<file path="src/rtl/seg_scan_pkg.sv">
// Shared constants for the multiplexed 7-segment scan driver.
// Latency: n/a (constants only).
// Backpressure: n/a.
//
// Glyphs are stored in active-low g..a form: a 0 bit lights that segment.
package seg_scan_pkg;

    localparam int DEFAULT_REFRESH_CNT = 50000;

    localparam logic [6:0] GLYPH_0 = 7'b1000000;
    localparam logic [6:0] GLYPH_1 = 7'b1111001;
    localparam logic [6:0] GLYPH_2 = 7'b0100100;
    localparam logic [6:0] GLYPH_3 = 7'b0110000;
    localparam logic [6:0] GLYPH_4 = 7'b0011001;
    localparam logic [6:0] GLYPH_5 = 7'b0010010;
    localparam logic [6:0] GLYPH_6 = 7'b0000010;
    localparam logic [6:0] GLYPH_7 = 7'b1111000;
    localparam logic [6:0] GLYPH_8 = 7'b0000000;
    localparam logic [6:0] GLYPH_9 = 7'b0010000;
    localparam logic [6:0] GLYPH_A = 7'b0001000;
    localparam logic [6:0] GLYPH_B = 7'b0000011;
    localparam logic [6:0] GLYPH_C = 7'b1000110;
    localparam logic [6:0] GLYPH_D = 7'b0100001;
    localparam logic [6:0] GLYPH_E = 7'b0000110;
    localparam logic [6:0] GLYPH_F = 7'b0001110;
    localparam logic [6:0] BLANK   = 7'b1111111;

endpackage

</file>
<file path="src/rtl/seg7_decoder.sv">
// Nibble to 7-segment glyph decoder (active-low g..a).
// Latency: combinational.
// Backpressure: none.
//
// Ports: nibble - value to show; hex_mode - allow A-F (else 10-15 blank);
//        blank - force all segments off; glyph - active-low g..a.
module seg7_decoder
    import seg_scan_pkg::*;
(
    input  logic [3:0] nibble,
    input  logic       hex_mode,
    input  logic       blank,
    output logic [6:0] glyph
);

    always_comb begin
        glyph = BLANK;
        if (!blank && (hex_mode || nibble <= 4'd9)) begin
            case (nibble)
                4'h0: glyph = GLYPH_0;
                4'h1: glyph = GLYPH_1;
                4'h2: glyph = GLYPH_2;
                4'h3: glyph = GLYPH_3;
                4'h4: glyph = GLYPH_4;
                4'h5: glyph = GLYPH_5;
                4'h6: glyph = GLYPH_6;
                4'h7: glyph = GLYPH_7;
                4'h8: glyph = GLYPH_8;
                4'h9: glyph = GLYPH_9;
                4'hA: glyph = GLYPH_A;
                4'hB: glyph = GLYPH_B;
                4'hC: glyph = GLYPH_C;
                4'hD: glyph = GLYPH_D;
                4'hE: glyph = GLYPH_E;
                default: glyph = GLYPH_F;
            endcase
        end
    end

endmodule

</file>
<file path="src/rtl/seg_scan_ctrl.sv">
// Multiplexed N-digit 7-segment scan driver with shadow load, LZ blanking, dp mask and PWM dimming.
// Latency: sel/seg/digit_tick registered; a load shows on seg from the capturing edge onward.
// Backpressure: none; load is a fire-and-forget strobe, the scan free-runs.
//
// Ports: clk, rst_n (async active-low); din/dp_mask/load - shadow register inputs;
//        hex_mode, blank_lz, duty - live display controls; sel - digit select
//        (DIGITS-1-index); seg - {dp,g..a} per ACTIVE_LOW_SEG; digit_tick - scan advance pulse.
// Optional: define SEG_SCAN_BLINK_EN to add blink_mask and a 256-scan blink phase.
module seg_scan_ctrl
    import seg_scan_pkg::*;
#(
    parameter int DIGITS         = 6,
    parameter int SEL_W          = 3,
    parameter int REFRESH_CNT    = DEFAULT_REFRESH_CNT,
    parameter int DUTY_W         = 4,
    parameter bit ACTIVE_LOW_SEG = 1'b1
) (
    input  logic                  clk,
    input  logic                  rst_n,
    input  logic [4*DIGITS-1:0]   din,
    input  logic [DIGITS-1:0]     dp_mask,
    input  logic                  load,
    input  logic                  hex_mode,
    input  logic                  blank_lz,
    input  logic [DUTY_W-1:0]     duty,
`ifdef SEG_SCAN_BLINK_EN
    input  logic [DIGITS-1:0]     blink_mask,
`endif
    output logic [SEL_W-1:0]      sel,
    output logic [7:0]            seg,
    output logic                  digit_tick
);

    localparam int               CNT_W    = $clog2(REFRESH_CNT);
    localparam logic [CNT_W-1:0] CNT_LAST = CNT_W'(REFRESH_CNT - 1);
    localparam logic [SEL_W-1:0] IDX_LAST = SEL_W'(DIGITS - 1);
    localparam logic [7:0]       SEG_OFF  = ACTIVE_LOW_SEG ? 8'hFF : 8'h00;

    logic [CNT_W-1:0]    slot_cnt;
    logic                slot_end;
    logic [SEL_W-1:0]    idx;
    logic [SEL_W-1:0]    idx_nx;
    logic [DUTY_W-1:0]   pwm_phase;
    logic [4*DIGITS-1:0] shad_din;
    logic [4*DIGITS-1:0] shad_din_nx;
    logic [DIGITS-1:0]   shad_dp;
    logic [DIGITS-1:0]   shad_dp_nx;
    logic [3:0]          cur_nib;
    logic                cur_dp;
    logic                lz_blank;
    logic                pwm_on;
    logic                dig_off;
    logic [6:0]          glyph;
    logic [7:0]          seg_al;
    logic [7:0]          seg_nx;

    assign slot_end = (slot_cnt == CNT_LAST);
    assign idx_nx   = !slot_end         ? idx :
                      (idx == IDX_LAST) ? '0  : idx + 1'b1;
    assign sel      = IDX_LAST - idx;

    // seg is registered from next-state values (index and shadow) so it
    // changes on the same edge as sel, and a load on a wrap edge is not lost
    // for the first cycle of the new digit.
    assign shad_din_nx = load ? din     : shad_din;
    assign shad_dp_nx  = load ? dp_mask : shad_dp;
    assign cur_nib     = shad_din_nx[4*idx_nx +: 4];
    assign cur_dp      = shad_dp_nx[idx_nx];

    // A digit is a leading zero when it and every more-significant digit are 0.
    always_comb begin
        lz_blank = blank_lz && (idx_nx != '0);
        for (int i = 0; i < DIGITS; i++) begin
            if (SEL_W'(i) >= idx_nx && shad_din_nx[4*i +: 4] != 4'h0) begin
                lz_blank = 1'b0;
            end
        end
    end

    seg7_decoder u_dec (
        .nibble   (cur_nib),
        .hex_mode (hex_mode),
        .blank    (lz_blank),
        .glyph    (glyph)
    );

    assign pwm_on = (pwm_phase < duty) || (&duty);

`ifdef SEG_SCAN_BLINK_EN
    logic [7:0] scan_cnt;
    logic       scan_wrap;
    logic       blink_off;
    logic       blink_off_nx;

    assign scan_wrap    = slot_end && (idx == IDX_LAST);
    assign blink_off_nx = (scan_wrap && scan_cnt == 8'hFF) ? ~blink_off : blink_off;
    assign dig_off      = blink_off_nx && blink_mask[idx_nx];

    always_ff @(posedge clk or negedge rst_n) begin
        if (!rst_n) begin
            scan_cnt  <= 8'h00;
            blink_off <= 1'b0;
        end else begin
            if (scan_wrap) begin
                scan_cnt <= scan_cnt + 8'h01;
            end
            blink_off <= blink_off_nx;
        end
    end
`else
    assign dig_off = 1'b0;
`endif

    // Built active-low, then flipped once for active-high boards.
    assign seg_al = (!pwm_on || dig_off) ? 8'hFF : {~cur_dp, glyph};
    assign seg_nx = ACTIVE_LOW_SEG ? seg_al : ~seg_al;

    always_ff @(posedge clk or negedge rst_n) begin
        if (!rst_n) begin
            slot_cnt   <= '0;
            digit_tick <= 1'b0;
            idx        <= '0;
            pwm_phase  <= '0;
            shad_din   <= '0;
            shad_dp    <= '0;
            seg        <= SEG_OFF;
        end else begin
            slot_cnt   <= slot_end ? '0 : slot_cnt + 1'b1;
            digit_tick <= slot_end;
            idx        <= idx_nx;
            pwm_phase  <= pwm_phase + 1'b1;
            shad_din   <= shad_din_nx;
            shad_dp    <= shad_dp_nx;
            seg        <= seg_nx;
        end
    end

endmodule

</file>
<file path="config.mk">
export PLATFORM = sky130hd
export DESIGN_NAME = seg_scan_ctrl
export DESIGN_NICKNAME = d
export VERILOG_FILES = /design/src/rtl/seg_scan_pkg.sv /design/src/rtl/seg7_decoder.sv /design/src/rtl/seg_scan_ctrl.sv
export SDC_FILE = /design/constraint.sdc
export NUM_CORES = 1
export LEC_CHECK = 0
export BUFFER_PORTS_ARGS = -buffer_cell sky130_fd_sc_hd__buf_4
export CAP_MARGIN = 20
export CORE_UTILIZATION = 57
export DETAILED_ROUTE_END_ITERATION = 7
export GPL_TIMING_DRIVEN = 0
export PLACE_DENSITY_LB_ADDON = 0.15
export SYNTH_ARGS = -nofsm -noshare
export SYNTH_HDL_FRONTEND = slang
export SYNTH_HIERARCHICAL = 1
export SYNTH_SLANG_ARGS = --single-unit
</file>
<file path="constraint.sdc">
create_clock -name clk -period 4.3 [get_ports clk]
set_input_delay 0.645 -clock clk [delete_from_list [all_inputs] [get_ports clk]]
set_output_delay 0.645 -clock clk [all_outputs]
set_load 0.01 [all_outputs]
</file>
==> metrics.txt <==
Synth cell types 58; starting DRC count in detailed routing 280; Final min period about 4000 ps; flops & latches, synth a little over 60; Most used DFF post-synth dfrtp_1; worst rel slew slack about a third; clock sinks 62; Worst-Skew Late Latency about 330 ps; CTS tree yes; residual DRC count 0; largest net degree at the start of global routing 63; Slowest-stage cell, CP or4_4; area delta synth->final 19.6%; share of layout cells above drive strength 1 36.3%; setup_tns 0 ps; slowest stage delay, CP 580 ps; Post-Syn Area per Cell ~11 sq um; maximum clock frequency 252 MHz; Die H roughly 81 um; die area around 0.0065 sq mm; r2r endpoint seg[3]; Worst Path Buf+Inv 1; ys async rst share 100%; CP delay by family, top simple AND/OR/NAND/NOR gates; GRT Overall Usage about 25%; EDFF count, synth 0; Initial Util slightly below 60%; CP Cell Sequence or4b_4 > or4_4 > nor2_1 > a221oi_1 > o32ai_2 > inv_1 > ha_1 > or2_2 > a21oi_1 > o21ai_1 > or2_2; Slew @ Worst Pin 992 ps; RSZ-0062 raised after global routing no; initial antenna violation count 0; Worst R2R Start slot_cnt[5]; setup bufs post-CTS 0; Hold Vio Cnt, Final 0; io pins 51; first-pass GRT wire length approximately 12 mm; Cells after Synth between 300 and 400; Period Utilization, post-route between 90 and 100%; final WL between 7 and 8 mm; critical path launch point type flip-flop; reg2reg setup slack roughly 330 ps; clock slew at reported path FFs 70 ps; n_diodes 0; post-synth net total ~370; Core Box Area between 0.005 and 0.006 sq mm; Avg Vias per Cell 5.96; pwr dens about 340 mW/mm^2; Core Rows 28; GP Congestion 0.874; Filler Cell Count around 460; Max-cap violations 0; Slew Viols, Final 0; PortBufs 50; Vias between 2000 and 3000; Die X about 81 um; Setup Viol. Count Final 0; WS Path Type reg2reg; clk root buf clkbuf_8; Clock Skew around 9 ps; DR WL/cell ~17 um; largest fanout on the critical path 6; DP HPWL 5.50 mm; First-pass DRT Iterations 6; Remaining Overflow, GRT 0; Leakage ~1.9 nW; vias in the first global route ~2700; CTS H-Tree Depth 3; layout net count roughly 430; R2R depth 11; Worst Hold Class in2async; final antenna-violating net count 0; status completed; Hold WS 370 ps; VDD IR max roughly 0.23 mV; post-synthesis sequential area ratio between 40% and 50%; Inserted Clock Buffers 9; CP most frequent cell or2_2; Cell Area, Synth 0.00352 sq mm; Synth warnings 6; Clock Path Buffers 2; Worst setup EP type flip-flop; CP Data Arrival Time about 4200 ps; WP data required 4550 ps; post-route cell area roughly 0.0042 sq mm; Placed Area between 0.003 and 0.004 sq mm
-- layer usage --
metal	wire (um)	global-route usage (%)	vias up
met3	461	5.23	14
met2	3710	41.9	102
met5	0	0	-
li1	-	-	1290
met1	3240	31.6	1304
met4	132	12.5	0
-- per-stage QoR --
step / total power [mW] / utilization, % / cells / worst slack [ps]
floorplan: 0.790 / - / 315 / 598
global placement: 0.875 / 67.0 / 440 / 50.9
detailed placement: 0.882 / 67.0 / 440 / -4.16
CTS: 1.42 / 70.4 / 455 / 42.6
global route: 1.47 / 70.7 / 455 / 108
finish: 1.41 / 70.7 / 455 / 334
-- cell families (layout without fill, tap and decap cells) --
group,Yosys count,in the layout,synth area share [%]
AOI/OAI and AO/OA,59,59,12.7
and+or+nand+nor,91,91,14.4
buffers and inverters,30,95,3.95
DFF,62,62,44.4
muxes,42,42,15.1
adders and majority gates,14,14,4.98
xor gates and xnor gates,17,17,4.44
-- registers in the layout, indices dropped and copies added, names as in the netlist --
signal,flops
digit_tick,1
idx,3
pwm_phase,4
seg,8
shad_din,24
shad_dp,6
slot_cnt,16
-- worst max path at each step --
| stage | slack, ps | to | from | depth (start not counted) |
|---|---|---|---|---|
| floorplan | 600 | seg[3] | slot_cnt[5] | 11 |
| global placement | 50 | seg[3] | load | 13 |
| detailed placement | -4 | seg[3] | load | 13 |
| CTS | 40 | seg[3] | slot_cnt[5] | 11 |
| global route | 110 | seg[3] | slot_cnt[0] | 12 |
| finish | 330 | seg[3] | slot_cnt[5] | 11 |
-- placed cells by master, fill, tap and decap left out, drive strengths merged, types with 6 or more instances in the layout --
cell	n
dfstp	8
mux2i	6
buf	59
a21oi	7
ha	14
mux2	30
dfrtp	54
or2	9
xnor2	6
nor3	6
clkbuf	14
mux4	6
nand3	9
nand2	13
nor2	28
a2111oi	6
a221oi	10
inv	17
xor2	11
o21ai	9
-- synth_stat cells (3+ instances only) --
library cell  number  area, sq um
ha_1              14          175
nor4_1             4         25.0
a221oi_1          10         87.6
or4_1              4         30.0
xor2_1            11         96.3
o32ai_1            5         43.8
o211ai_1           4         30.0
inv_1             15         56.3
dfrtp_1           54         1350
nor2_1            28          105
a2111oi_0          6         52.6
a21oi_1            7         35.0
buf_2              5         25.0
or2_2              9         56.3
dfstp_2            8          210
mux2i_1            6         60.1
mux2_2            30          338
nand2_1           13         48.8
xnor2_1            5         43.8
o21ai_0            8         40.0
mux4_2             6          135
clkbuf_1           3         11.3
a21o_1             3         22.5
nor3_1             5         25.0
nand3_1            9         45.0
-- repair_timing --
| item | CTS | global route |
|---|---|---|
| hold buffers | 0 | 0 |
| hold endpoints to repair | 0 | 0 |
| endpoints found under the setup margin | 0 | 7 |
| gates resized for setup | 0 | 2 |
-- report_power, final --
group	total [mW]	leakage (nW)	switching (mW)	internal, mW
clock	0.537	0.0994	0.214	0.323
combinational	0.227	1.03	0.111	0.116
sequential	0.648	0.752	0.0133	0.635
-- worst register-to-register path, delay by kind of cell (launching register included) --
kind            cells  cell delay (ps)
compound gates      4              900
fa+ha+maj           1              270
buf+inv             1              200
flops               1              450
simple gates        5             2060
-- final cells by class --
| class | instances | area, sq um | area share, % |
|---|---|---|---|
| clock inverters | 4 | 72.6 | 1.72 |
| multi-input cells | 223 | 1830 | 43.6 |
| well taps | 75 | 93.8 | 2.23 |
| plain buffers | 12 | 66.3 | 1.58 |
| inverters | 18 | 72.6 | 1.72 |
| repair buffers | 50 | 375 | 8.92 |
| flip-flops and latches | 62 | 1560 | 37.1 |
| clock buffers | 11 | 131 | 3.12 |
Power figures use the tool's default switching activity.
